--- src/rtl/dram_arbiter_pkg.sv ---
// Shared definitions for the data-DRAM arbiter: ownership state encoding and
// the default address/data widths used by the top level and its interface.
// Contents: own_state_t (HOST_OWN/DRAIN/CPU_OWN/GUARD), AW_DEF, DW_DEF.
package dram_arb_pkg;

  localparam int AW_DEF = 16;
  localparam int DW_DEF = 8;

  // Encoding is visible on the 'owner' output, so the values are fixed.
  typedef enum logic [1:0] {
    HOST_OWN = 2'd0,
    DRAIN    = 2'd1,
    CPU_OWN  = 2'd2,
    GUARD    = 2'd3
  } own_state_t;

endpackage

--- src/rtl/dram_arbiter_if.sv ---
// Host loader port of the data-DRAM arbiter, one access per cycle.
// master: host side drives req/we/addr/wdata and sees gnt/rvalid/rdata.
// slave:  arbiter side, the mirror image.
interface dram_arbiter_if
  import dram_arb_pkg::*;
#(
  parameter int AW = AW_DEF,
  parameter int DW = DW_DEF
);

  logic          host_req;
  logic          host_we;
  logic [AW-1:0] host_addr;
  logic [DW-1:0] host_wdata;
  logic          host_gnt;
  logic          host_rvalid;
  logic [DW-1:0] host_rdata;

  modport master (
    output host_req, host_we, host_addr, host_wdata,
    input  host_gnt, host_rvalid, host_rdata
  );

  modport slave (
    input  host_req, host_we, host_addr, host_wdata,
    output host_gnt, host_rvalid, host_rdata
  );

endinterface

--- src/rtl/dram_arbiter_rd_tag_pipe.sv ---
// Fixed-depth single-bit shift register tagging reads in flight to the DRAM.
// Latency: DEPTH cycles from din to dout. No backpressure; advances every cycle.
// Ports: clock, rst_n (sync, active-low, clears all stages), din, dout.
module rd_tag_pipe #(
  parameter int DEPTH = 1
) (
  input  logic clock,
  input  logic rst_n,
  input  logic din,
  output logic dout
);

  logic [DEPTH-1:0] stage;

  always_ff @(posedge clock) begin
    if (!rst_n) begin
      stage <= '0;
    end else begin
      stage[0] <= din;
      for (int i = 1; i < DEPTH; i++) begin
        stage[i] <= stage[i-1];
      end
    end
  end

  assign dout = stage[DEPTH-1];

endmodule

--- src/rtl/dram_arbiter.sv ---
// Shares the single-port data DRAM between the processor and the host loader.
// Latency: proc_req to proc_ready RD_LAT+1 cycles; host read data RD_LAT cycles after host_gnt.
// Backpressure: host_gnt held low outside HOST_OWN; the host keeps host_req up until granted.
// Ports: clock/rst_n; proc_req/proc_ready handshake; cpu_addr/cpu_wdata/cpu_wren/cpu_rdata
// processor port; host (dram_arbiter_if.slave) loader port; mem_addr/mem_data/mem_wren/mem_q
// to the DRAM; owner (state) and err (sticky illegal processor write) status.
module dram_arbiter
  import dram_arb_pkg::*;
#(
  parameter int AW     = AW_DEF,
  parameter int DW     = DW_DEF,
  parameter int RD_LAT = 1
) (
  input  logic          clock,
  input  logic          rst_n,
  input  logic          proc_req,
  output logic          proc_ready,
  input  logic [AW-1:0] cpu_addr,
  input  logic [DW-1:0] cpu_wdata,
  input  logic          cpu_wren,
  output logic [DW-1:0] cpu_rdata,
  dram_arbiter_if.slave host,
  output logic [AW-1:0] mem_addr,
  output logic [DW-1:0] mem_data,
  output logic          mem_wren,
  input  logic [DW-1:0] mem_q,
  output logic [1:0]    owner,
  output logic          err
);

  // Drain down-counter start value: DRAIN lasts RD_LAT cycles.
  localparam logic [1:0] DRAIN_INIT = 2'(RD_LAT - 1);

  own_state_t    state, state_nxt;
  logic [1:0]    drain_cnt, drain_cnt_nxt;
  logic          sel_cpu;
  logic          gnt;
  logic          wren;
  logic [DW-1:0] rdata_hold;

  // ---------------------------------------------------------------------------
  // State register and registered status outputs
  // ---------------------------------------------------------------------------
  always_ff @(posedge clock) begin
    if (!rst_n) begin
      state      <= HOST_OWN;
      drain_cnt  <= '0;
      proc_ready <= 1'b0;
      err        <= 1'b0;
      rdata_hold <= '0;
    end else begin
      state      <= state_nxt;
      drain_cnt  <= drain_cnt_nxt;
      // Registered copy of "next state is CPU_OWN" so it lines up with owner.
      proc_ready <= (state_nxt == CPU_OWN);
      // A processor write outside its ownership window is dropped and flagged.
      if (cpu_wren && (state != CPU_OWN)) begin
        err <= 1'b1;
      end
      if (host.host_rvalid) begin
        rdata_hold <= mem_q;
      end
    end
  end

  // ---------------------------------------------------------------------------
  // Next-state and combinational grant / write-enable
  // ---------------------------------------------------------------------------
  always_comb begin
    state_nxt     = state;
    drain_cnt_nxt = drain_cnt;
    sel_cpu       = 1'b0;
    gnt           = 1'b0;
    wren          = 1'b0;
    case (state)
      HOST_OWN: begin
        // A host access in the same cycle as proc_req still gets granted.
        gnt  = host.host_req;
        wren = host.host_req & host.host_we;
        if (proc_req) begin
          state_nxt     = DRAIN;
          drain_cnt_nxt = DRAIN_INIT;
        end
      end
      DRAIN: begin
        // Mux stays on the host so reads already issued return cleanly.
        if (drain_cnt == 2'd0) begin
          state_nxt = proc_req ? CPU_OWN : HOST_OWN;
        end else begin
          drain_cnt_nxt = drain_cnt - 2'd1;
        end
      end
      CPU_OWN: begin
        sel_cpu = 1'b1;
        wren    = cpu_wren;
        if (!proc_req) begin
          state_nxt = GUARD;
        end
      end
      GUARD: begin
        // Always return to the host for at least one cycle.
        state_nxt = HOST_OWN;
      end
      default: begin
        state_nxt = HOST_OWN;
      end
    endcase
  end

  // ---------------------------------------------------------------------------
  // Memory mux and host read return
  // ---------------------------------------------------------------------------
  assign mem_addr  = sel_cpu ? cpu_addr  : host.host_addr;
  assign mem_data  = sel_cpu ? cpu_wdata : host.host_wdata;
  assign mem_wren  = wren;
  assign cpu_rdata = mem_q;
  assign owner     = state;

  assign host.host_gnt = gnt;

  rd_tag_pipe #(
    .DEPTH (RD_LAT)
  ) u_rd_tag (
    .clock (clock),
    .rst_n (rst_n),
    .din   (gnt & ~host.host_we),
    .dout  (host.host_rvalid)
  );

  // mem_q is only valid in the tagged cycle, so it is forwarded then and the
  // last returned value is held between reads.
  assign host.host_rdata = host.host_rvalid ? mem_q : rdata_hold;

endmodule

--- src/flat_wrapper.sv ---
// flat-port wrapper written by rule: the top's interface ports become plain ports
module dram_arbiter_flat import dram_arb_pkg::*;
#(
  parameter int AW     = AW_DEF,
  parameter int DW     = DW_DEF,
  parameter int RD_LAT = 1
)
  (clock, rst_n, proc_req, proc_ready, cpu_addr, cpu_wdata, cpu_wren, cpu_rdata, mem_addr, mem_data, mem_wren, mem_q, owner, err, host_host_req, host_host_we, host_host_addr, host_host_wdata, host_host_gnt, host_host_rvalid, host_host_rdata);
  dram_arbiter_if #(.AW(AW), .DW(DW)) host_i ();
  input  logic clock;
  input  logic rst_n;
  input  logic proc_req;
  output logic proc_ready;
  input  logic [AW-1:0] cpu_addr;
  input  logic [DW-1:0] cpu_wdata;
  input  logic cpu_wren;
  output logic [DW-1:0] cpu_rdata;
  output logic [AW-1:0] mem_addr;
  output logic [DW-1:0] mem_data;
  output logic mem_wren;
  input  logic [DW-1:0] mem_q;
  output logic [1:0] owner;
  output logic err;
  input wire logic [$bits(host_i.host_req)-1:0] host_host_req;
  input wire logic [$bits(host_i.host_we)-1:0] host_host_we;
  input wire logic [$bits(host_i.host_addr)-1:0] host_host_addr;
  input wire logic [$bits(host_i.host_wdata)-1:0] host_host_wdata;
  output wire logic [$bits(host_i.host_gnt)-1:0] host_host_gnt;
  output wire logic [$bits(host_i.host_rvalid)-1:0] host_host_rvalid;
  output wire logic [$bits(host_i.host_rdata)-1:0] host_host_rdata;
  assign host_i.host_req = host_host_req;
  assign host_i.host_we = host_host_we;
  assign host_i.host_addr = host_host_addr;
  assign host_i.host_wdata = host_host_wdata;
  assign host_host_gnt = host_i.host_gnt;
  assign host_host_rvalid = host_i.host_rvalid;
  assign host_host_rdata = host_i.host_rdata;
  dram_arbiter #(.AW(AW), .DW(DW), .RD_LAT(RD_LAT)) u_core (.clock(clock), .rst_n(rst_n), .proc_req(proc_req), .proc_ready(proc_ready), .cpu_addr(cpu_addr), .cpu_wdata(cpu_wdata), .cpu_wren(cpu_wren), .cpu_rdata(cpu_rdata), .host(host_i), .mem_addr(mem_addr), .mem_data(mem_data), .mem_wren(mem_wren), .mem_q(mem_q), .owner(owner), .err(err));
endmodule
--- config.mk ---
export PLATFORM = sky130hd
export DESIGN_NAME = dram_arbiter_flat
export DESIGN_NICKNAME = d
export VERILOG_FILES = /design/src/rtl/dram_arbiter_pkg.sv /design/src/rtl/dram_arbiter_if.sv /design/src/rtl/dram_arbiter_rd_tag_pipe.sv /design/src/rtl/dram_arbiter.sv /design/src/flat_wrapper.sv
export SDC_FILE = /design/constraint.sdc
export NUM_CORES = 1
export LEC_CHECK = 0
export CORE_UTILIZATION = 28
export DETAILED_ROUTE_END_ITERATION = 10
export HOLD_SLACK_MARGIN = 0.03
export PLACE_DENSITY = 0.86
export SETUP_SLACK_MARGIN = 0.1
export SLEW_MARGIN = 10
export SYNTH_ARGS = -nofsm -noshare
export SYNTH_HDL_FRONTEND = slang
export SYNTH_SLANG_ARGS = --single-unit
--- constraint.sdc ---
create_clock -name clock -period 1.8 [get_ports clock]
set_input_delay 0.54 -clock clock [delete_from_list [all_inputs] [get_ports clock]]
set_output_delay 0.54 -clock clock [all_outputs]
set_load 0.01 [all_outputs]
==> flow_metrics.py, run 1 <==
metrics = {
    "clock_network": {
        "clk_latency_ns": 0.29,
        "cts_tree": "built",
        "cts.htree.levels": 1,
        "clock-sinks": 15,
        "root_buffer": "clkbuf_4",
        "numCtsBuffers": 3,
        "clk_pin_slew_ns": 0.09,
        "ctsLongestPathBuffers": 2,
        "postCtsHoldBufs": 0,
    },
    "sta": {
        "fmax_mhz": 511,
        "tightest_slew_ns": 0.259,
        "worst_clock_skew_ns": 0.00714,
        "fin_crit_sh": 1.09,
        "relSlewSlack": 0.825,
        "rsz0062_at_grt": "true",
        "timing_hold_violations_final": 0,
        "layout_min_cycle_time_ns": 1.96,
        "finalSetupTns_ns": -2.71,
        "finalSetupViolCount": 24,
        "final-max-slew-violation-count": 0,
        "layout_setup_ws_ns": -0.159,
    },
    "placement": {
        "place_hpwl_um": 2600,
        "gp_congestion": 0.770,
        "placed_area_um2": 2140,
        "pre_cts_ws_ns": -0.623,
        "io_buffers": 108,
    },
    "flow_run": {
        "maxCapViolCount": 0,
    },
    "status": {
        "violations": "setup timing",
        "status": "finished, violations left",
    },
    "critical_path": {
        "path_delay_family": "buffers and inverters",
        "critical_path_arrival_ns": 1.42,
        "critPathSlowestCell": "dfxtp_2",
        "crit_required_ns": 1.26,
        "critPathBufInv": 3,
        "r2r_slack_ns": 0.33,
        "end_kind": "output port",
        "critPathKind": "flop to output port",
        "crit_fanout": 6,
        "critPathLaunchType": "flop",
        "critPathMaxStageDelay_ns": 0.35,
        "crit_path_cell_trace": "nor2b_4 > buf_6 > buf_16 > a22o_1 > buf_6",
        "path_common_cell": "buf_6",
    },
    "floorplanning": {
        "die-area_um2": 3820,
        "die-height_um": 61.8,
        "ios": 109,
        "die_x_um": 61.8,
        "rows": 21,
        "core-area_um2": 3390,
        "start_util": 0.296,
    },
    "yosys": {
        "ys_types": 24,
        "synthesis.nets": 212,
        "synthTopCellsByCount": "nand2_1, dfxtp_1, buf_4",
        "syn_avg_cell_area_um2": 6.73,
        "synth_seq_area_share": 0.300,
        "syn_area_um2": 1000,
        "yosysWarnings": 0,
        "synth.most_common_cell": "nand2_1",
        "synthesis.instances": 149,
        "synth_area_leaders": "dfxtp_1, nand2_1, mux2_2",
        "synth_top_area_frac": 0.300,
        "postSynth.asyncResetShare": 0,
        "yosysTopAreaCell": "dfxtp_1",
        "synthFlopType": "dfxtp_1",
        "ys_seq_elements": 15,
        "synth_edf_count": 0,
    },
    "pwr": {
        "pwr_density_cell_nw_per_um2": 469,
        "ir_drop_mv": 0.616,
        "p_leak_nw": 1.34,
        "p_total_mw": 1.24,
    },
    "finish": {
        "register_area_um2": 309,
        "postLayoutCellArea_um2": 2650,
        "drive_gt1_frac": 0.457,
        "n_fill_cell": 234,
        "fin_util": 0.781,
        "diodes": 0,
        "fin_nets": 340,
        "syn2layout_area_growth_pct": 164,
        "multi_input_area_um2": 791,
    },
    "global_routing": {
        "grt_overflow": 0,
        "grt_max_degree": 11,
        "grt_pass1_vias": 1223,
        "grt_pass1_wl_um": 5620,
        "track_usage": 0.204,
        "grt_antenna_before_repair": 0,
    },
    "route": {
        "first_pass_iters": 4,
        "wirelength_um": 4460,
        "antenna_left": 0,
        "drcViolationCount": 0,
        "vias": 1431,
        "wl_per_cell_um": 13.8,
        "routed_via_density": 4.44,
        "drt_iter0_markers": 21,
    },
    "hold_path": {
        "hp-class": "flop to flop",
    },
}
[cell usage in the layout (no fill, tap or decap), drive strengths merged, types with 2 or more instances in the layout]
| master | count |
|---|---|
| mux2 | 8 |
| nor3b | 2 |
| nor2 | 2 |
| inv | 3 |
| o21ai | 2 |
| clkdlybuf4s50 | 38 |
| clkbuf | 5 |
| a21oi | 4 |
| a31oi | 2 |
| and2 | 8 |
| buf | 67 |
| dlygate4sd2 | 33 |
| nand2 | 75 |
| dfxtp | 15 |
[state kept, by name (all words and copies together), names as in the netlist]
name	cells
u_core.err	1
u_core.rdata_hold	8
u_core.proc_ready	1
u_core.u_rd_tag.dout	1
u_core.owner	2
u_core.drain_cnt	2
[worst register-to-register path: cells and delay by family, from the launching register on]
family          cells  cell delay (ns)
compound gates      1             0.16
fa+ha+maj           1             0.27
simple gates        1             0.52
buf+inv             1             0.06
flops               1             0.39
[metrics by stage]
stage | std cells | hold slack, ns
2_1_floorplan | 149 | 0.458
5_1_grt | 322 | 0.515
3_5_place_dp | 296 | 0.476
6_report | 322 | 0.488
3_3_place_gp | 296 | 0.455
4_1_cts | 319 | 0.494
[where the power goes]
| group | internal [mW] | leakage [nW] | switching, mW | total (mW) |
|---|---|---|---|---|
| sequential | 0.347 | 0.124 | 0.00997 | 0.357 |
| combinational | 0.413 | 1.20 | 0.272 | 0.686 |
| clock | 0.0861 | 0.0150 | 0.111 | 0.197 |
| total | 0.847 | 1.34 | 0.393 | 1.24 |
[cell families after synthesis]
family / count (synthesis) / share of synthesized area
AOI/OAI and AO/OA: 10 / 0.0587
xor gates and xnor gates: 1 / 0.00874
adders and majority gates: 1 / 0.0125
buffers and inverters: 20 / 0.125
DFF: 15 / 0.300
muxes: 8 / 0.0899
and+or+nand+nor: 94 / 0.406
[path summary, 6_finish.rpt]
path,start,to,depth (start not counted)
setup / recovery,u_core.owner[1]$_SDFF_PN0_,mem_wren,5
hold reg to reg,u_core.err$_SDFFE_PN0P_,u_core.err$_SDFFE_PN0P_,2
setup reg to reg,u_core.drain_cnt[0]$_SDFFE_PN0P_,u_core.drain_cnt[1]$_SDFFE_PN0P_,4
hold / removal,u_core.err$_SDFFE_PN0P_,u_core.err$_SDFFE_PN0P_,2
[final cells by class]
class,count,share of cell area
inverter,3,0.00426
tap,46,0.0217
sequential,15,0.117
multi-input combinational,114,0.299
clock buffer,4,0.00993
timing repair buffer,140,0.548
[layer usage]
layer  share of wire  track usage  vias to the layer above
li1                -            -                      721
met1            0.39        0.264                      652
met2            0.55        0.339                       50
met3           0.040       0.0497                        8
met4           0.022       0.0508                        0
met5               0            0                        -
[repair_timing]
item                                    CTS  global route
setup buffers                            12             4
resized for setup                       234            50
endpoints found under the setup margin   46            36
gates cloned                              7             0
pin swaps                                41            22
Note: power is estimated with default switching activity, not from simulation.
==> run 2: changes to the inputs <==
--- a/config.mk
+++ b/config.mk
@@ -5,10 +5,11 @@
 export SDC_FILE = /design/constraint.sdc
 export NUM_CORES = 1
 export LEC_CHECK = 0
-export CORE_UTILIZATION = 28
+export CORE_UTILIZATION = 29
+export CTS_BUF_LIST = sky130_fd_sc_hd__clkbuf_8
 export DETAILED_ROUTE_END_ITERATION = 10
 export HOLD_SLACK_MARGIN = 0.03
-export PLACE_DENSITY = 0.86
+export PLACE_DENSITY = 0.88
 export SETUP_SLACK_MARGIN = 0.1
 export SLEW_MARGIN = 10
 export SYNTH_ARGS = -nofsm -noshare
==> flow_metrics.py, run 2 (synthesized netlist as in run 1, its figures left out) <==
metrics = {
    "status": {
        "status": "completed",
    },
    "finish": {
        "regMostFlops": "u_core.rdata_hold",
        "drive_gt1_frac": 0.284,
        "fin_nets": 321,
        "n_fill_cell": 313,
        "layout_commonest_cell": "nand2_1",
        "syn2layout_area_growth_pct": 114,
        "diodes": 0,
        "largest_register_ffs": 8,
        "layout_common_cells": "nand2_1, dlygate4sd2_1, buf_2, dfxtp_1",
        "postLayoutCellArea_um2": 2140,
    },
    "floorplanning": {
        "start_util": 0.318,
        "core-area_um2": 3150,
        "die_x_um": 60.8,
        "ios": 109,
        "rows": 20,
        "die-height_um": 60.8,
        "die-area_um2": 3690,
    },
    "clock_network": {
        "cts_tree": "built",
        "numCtsBuffers": 3,
        "clk_latency_ns": 0.25,
        "postCtsHoldBufs": 0,
        "clk_pin_slew_ns": 0.06,
        "clock-sinks": 15,
        "ctsLongestPathBuffers": 2,
        "root_buffer": "clkbuf_8",
        "cts.htree.levels": 1,
    },
    "global_routing": {
        "track_usage": 0.199,
        "grt_max_degree": 23,
        "grt_overflow": 0,
        "grt_pass1_wl_um": 5410,
        "grt_antenna_before_repair": 0,
        "grt_pass1_vias": 1228,
    },
    "route": {
        "first_pass_iters": 4,
        "drt_iter0_markers": 24,
        "drcViolationCount": 0,
        "vias": 1320,
        "antenna_left": 0,
        "routed_via_density": 4.39,
        "wirelength_um": 3670,
        "wl_per_cell_um": 12.2,
    },
    "pwr": {
        "power.share.combinational": 0.427,
        "sw_frac_of_total": 0.302,
        "ir_drop_mv": 0.361,
        "pwr-share-clk": 0.243,
        "pwr-share-seq": 0.330,
        "switchingPower_uw": 329,
        "p_int_uw": 761,
        "p_total_mw": 1.09,
        "pwr_density_cell_nw_per_um2": 509,
        "p_leak_nw": 1.14,
    },
    "sta": {
        "relSlewSlack": 0.835,
        "layout_min_cycle_time_ns": 1.77,
        "timing_hold_violations_final": 0,
        "hold_slack_ns": 0.486,
        "fin_crit_sh": 0.984,
        "finalSetupViolCount": 0,
        "layout_setup_ws_ns": 0.0281,
        "tightest_slew_ns": 0.244,
        "rsz0062_at_grt": "true",
        "finalSetupTns_ns": 0,
        "fmax_mhz": 564,
        "worst_clock_skew_ns": 0.00301,
        "final-max-slew-violation-count": 0,
    },
    "critical_path": {
        "crit_path_cell_trace": "buf_4 > nor3b_4 > a22o_1 > buf_2",
        "critPathKind": "flop to output port",
        "end_kind": "output port",
        "path_delay_family": "flip-flops",
        "crit_fanout": 8,
        "critPathSlowestCell": "dfxtp_4",
        "critical_path_arrival_ns": 1.23,
        "crit_required_ns": 1.26,
        "critPathBufInv": 2,
        "critPathMaxStageDelay_ns": 0.36,
        "critPathLaunchType": "flop",
    },
    "hold_path": {
        "hp-class": "flop to flop",
    },
    "placement": {
        "io_buffers": 108,
        "placed_area_um2": 2150,
        "pre_cts_ws_ns": -0.616,
        "place_hpwl_um": 2880,
        "gp_congestion": 0.772,
    },
    "flow_run": {
        "maxCapViolCount": 0,
    },
}
-- run 2: cell types whose count changed in the layout (fill, tap and decap cells not counted), moves of 6 or more --
cell	change
clkdlybuf4s15_1	+10
buf_16	-6
buf_2	+10
nand2_1	+32
buf_6	-21
dlygate4sd2_1	+21
nand2_4	-10
nand2_2	-22
clkdlybuf4s50_1	-29
-- run 2: routing by layer --
layer / wire, um / vias up / share of wire / global-route usage
met4: 68 / 0 / 0.019 / 0.0649
met5: 0 / - / 0 / 0
met3: 258 / 6 / 0.070 / 0.0490
li1: - / 679 / - / -
met2: 1920 / 59 / 0.52 / 0.380
met1: 1420 / 576 / 0.39 / 0.213
-- run 2: final cells by class --
class	instances	area, um2	share of cell area
clock buffers	3	41.3	0.0193
clock inverters	1	3.75	0.00175
inverters	3	11.3	0.00526
multi-input cells	114	661	0.308
flip-flops and latches	15	312	0.145
well taps	44	55.1	0.0257
repair buffers	121	1060	0.494
-- run 2: power by group through the flow --
stage	Combinational (mW)	Clock [mW]	Sequential, mW
floorplan	0.191	0	0.365
global placement	0.530	0	0.362
detailed placement	0.539	0	0.364
CTS	0.465	0.270	0.360
global route	0.505	0.292	0.361
finish	0.466	0.264	0.360
-- run 2: repair_timing --
| action | in CTS | in global routing |
|---|---|---|
| resized for setup | 244 | 4 |
| gates cloned | 0 | 1 |
| setup endpoints to repair | 45 | 35 |
| pin swaps | 27 | 3 |
| setup buffers | 1 | 0 |
-- run 2: through the flow --
step,util,std cells
after global placement,0.683,295
after detailed placement,0.683,295
after global routing,0.679,301
final,0.679,301
after floorplan,-,149
after CTS,0.668,300
-- run 2: worst min-delay path: cells and delay by family, from the launching register on --
kind | cells | cell delay, ns
flip-flops | 1 | 0.32
AND/OR/NAND/NOR | 1 | 0.06
AO/OA/AOI/OAI | 1 | 0.06
-- run 2: worst paths after layout --
check,from,endpoint,slack (ns),cells after the start
worst min register to register,u_core.drain_cnt[1]$_SDFFE_PN0P_,u_core.drain_cnt[1]$_SDFFE_PN0P_,0.49,2
worst max-delay path,u_core.owner[1]$_SDFF_PN0_,mem_wren,0.03,4
worst min-delay path,u_core.drain_cnt[1]$_SDFFE_PN0P_,u_core.drain_cnt[1]$_SDFFE_PN0P_,0.49,2
worst max register to register,u_core.drain_cnt[0]$_SDFFE_PN0P_,u_core.drain_cnt[1]$_SDFFE_PN0P_,0.34,4
==> run 3: changes to the inputs <==
--- a/config.mk
+++ b/config.mk
@@ -5,6 +5,7 @@
 export SDC_FILE = /design/constraint.sdc
 export NUM_CORES = 1
 export LEC_CHECK = 0
+export CORE_MARGIN = 2
 export CORE_UTILIZATION = 29
 export CTS_BUF_LIST = sky130_fd_sc_hd__clkbuf_8
 export DETAILED_ROUTE_END_ITERATION = 10
==> constraint.sdc (replaced) <==
create_clock -name clock -period 1.65 [get_ports clock]
set_input_delay 0.495 -clock clock [delete_from_list [all_inputs] [get_ports clock]]
set_output_delay 0.495 -clock clock [all_outputs]
set_load 0.01 [all_outputs]
==> flow_metrics.py, run 3 (synthesized netlist as in run 1, its figures left out) <==
metrics = {
    "status": {
        "status": "finished, violations left",
        "violations": "setup timing",
    },
    "hold_path": {
        "hp-class": "flop to flop",
        "hp-start": "u_core.err$_SDFFE_PN0P_",
        "hold_depth": 2,
        "min_to": "u_core.err$_SDFFE_PN0P_",
    },
    "floorplanning": {
        "die_x_um": 62.8,
        "start_util": 0.300,
        "rows": 21,
        "die-height_um": 62.8,
        "ios": 109,
        "core-area_um2": 3340,
        "die-area_um2": 3940,
    },
    "flow_run": {
        "maxCapViolCount": 0,
    },
    "clock_network": {
        "clock-sinks": 15,
        "postCtsHoldBufs": 0,
        "cts_tree": "built",
        "cts.htree.levels": 1,
        "numCtsBuffers": 3,
        "clk_pin_slew_ns": 0.06,
        "root_buffer": "clkbuf_8",
        "clk_latency_ns": 0.25,
        "ctsLongestPathBuffers": 2,
    },
    "finish": {
        "fin_util": 0.822,
        "layout_common_cells": "clkdlybuf4s50_1, buf_6, nand2_2, nand2_4, nand2_1",
        "stdcell_count": 317,
        "fin_nets": 335,
        "diodes": 0,
        "regMostFlops": "u_core.rdata_hold",
        "postLayoutCellArea_um2": 2740,
        "drive_gt1_frac": 0.487,
        "syn2layout_area_growth_pct": 174,
        "layout_commonest_cell": "clkdlybuf4s50_1",
        "largest_register_ffs": 8,
    },
    "sta": {
        "finalSetupViolCount": 35,
        "timing_hold_violations_final": 0,
        "rsz0062_at_grt": "true",
        "worst_clock_skew_ns": 0.000703,
        "relSlewSlack": 0.822,
        "layout_min_cycle_time_ns": 1.89,
        "tightest_slew_ns": 0.263,
        "fin_crit_sh": 1.15,
        "fmax_mhz": 529,
        "final-max-slew-violation-count": 0,
        "layout_setup_ws_ns": -0.240,
    },
    "placement": {
        "place_hpwl_um": 3110,
        "gp_congestion": 0.771,
        "dpl.cell_count": 296,
        "io_buffers": 108,
        "placed_area_um2": 2150,
    },
    "critical_path": {
        "timing.rr.start": "u_core.owner[1]$_SDFF_PN0_",
        "r2r_cells": 5,
        "crit_required_ns": 1.15,
        "crit_fanout": 3,
        "critPathLaunchType": "flop",
        "r2r_end": "u_core.drain_cnt[1]$_SDFFE_PN0P_",
        "critical_path_arrival_ns": 1.39,
        "end_kind": "output port",
        "critPathKind": "flop to output port",
        "r2r_slack_ns": 0.13,
    },
    "route": {
        "antenna_left": 0,
        "first_pass_iters": 4,
        "routed_via_density": 4.97,
        "wirelength_um": 6490,
        "wl_per_cell_um": 20.5,
        "drcViolationCount": 0,
        "vias": 1575,
        "drt_iter0_markers": 85,
    },
    "global_routing": {
        "grt_max_degree": 14,
        "grt_pass1_wl_um": 8140,
        "grt_overflow": 0,
        "grt_pass1_vias": 1630,
        "track_usage": 0.265,
        "grt_antenna_before_repair": 0,
    },
    "pwr": {
        "ir_drop_mv": 0.488,
        "pwr_density_cell_nw_per_um2": 550,
        "p_leak_nw": 1.32,
    },
}
run 3: worst max-delay path by stage:
stage,from,to,slack (ns),cells after the start
final,u_core.owner[1]$_SDFF_PN0_,mem_wren,-0.24,5
after detailed placement,host_host_req,mem_wren,-0.65,4
after global placement,host_host_req,mem_wren,-0.66,4
after global routing,u_core.owner[0]$_SDFF_PN0_,mem_addr[4],-0.27,6
after CTS,u_core.owner[1]$_SDFF_PN0_,mem_wren,-0.17,5
after floorplan,u_core.owner[1]$_SDFF_PN0_,mem_addr[0],0.13,6
run 3: metal layers:
| metal | part of all wire | up-vias | global-route usage |
|---|---|---|---|
| met4 | 0.048 | 0 | 0.119 |
| met2 | 0.56 | 89 | 0.489 |
| met5 | 0 | - | 0 |
| met3 | 0.057 | 28 | 0.0775 |
| met1 | 0.34 | 745 | 0.274 |
| li1 | - | 713 | - |
run 3: report_power, final:
| part | total [mW] | internal (mW) | switching, mW |
|---|---|---|---|
| combinational | 0.820 | 0.468 | 0.353 |
| sequential | 0.392 | 0.379 | 0.0132 |
| clock | 0.296 | 0.165 | 0.131 |
| total | 1.51 | 1.01 | 0.496 |
run 3: final cells by class:
type                    instances  area [um2]
repair buffers                135        1430
multi-input cells             114         891
fillers                       181         594
flip-flops and latches         15         309
well taps                      46        57.6
clock buffers                   3        41.3
inverters                       3        11.3
clock inverters                 1        3.75
run 3: stage by stage:
| step | hold slack (ns) | setup WS, ns | setup TNS (ns) | total power [mW] |
|---|---|---|---|---|
| after global placement | 0.451 | -0.656 | -18.29 | 0.974 |
| after floorplan | 0.458 | 0.135 | 0 | 0.609 |
| after global routing | 0.523 | -0.272 | -5.64 | 1.56 |
| after CTS | 0.497 | -0.166 | -3.82 | 1.36 |
| after detailed placement | 0.489 | -0.655 | -18.88 | 0.986 |
| final | 0.499 | -0.240 | -4.59 | 1.51 |
run 3: worst max-delay path, stage by stage (launching register included):
cell	delay (ns)
dfxtp_4	0.34
buf_6	0.12
buf_6	0.12
nor3b_4	0.21
a22o_1	0.22
buf_6	0.13
run 3: what timing repair did:
item,4_1_cts,5_1_grt
setup buffers,11,4
gates cloned,6,1
endpoints found under the setup margin,47,35
endpoints found under the hold margin,0,0
pin swaps,36,32
gates resized for setup,224,73
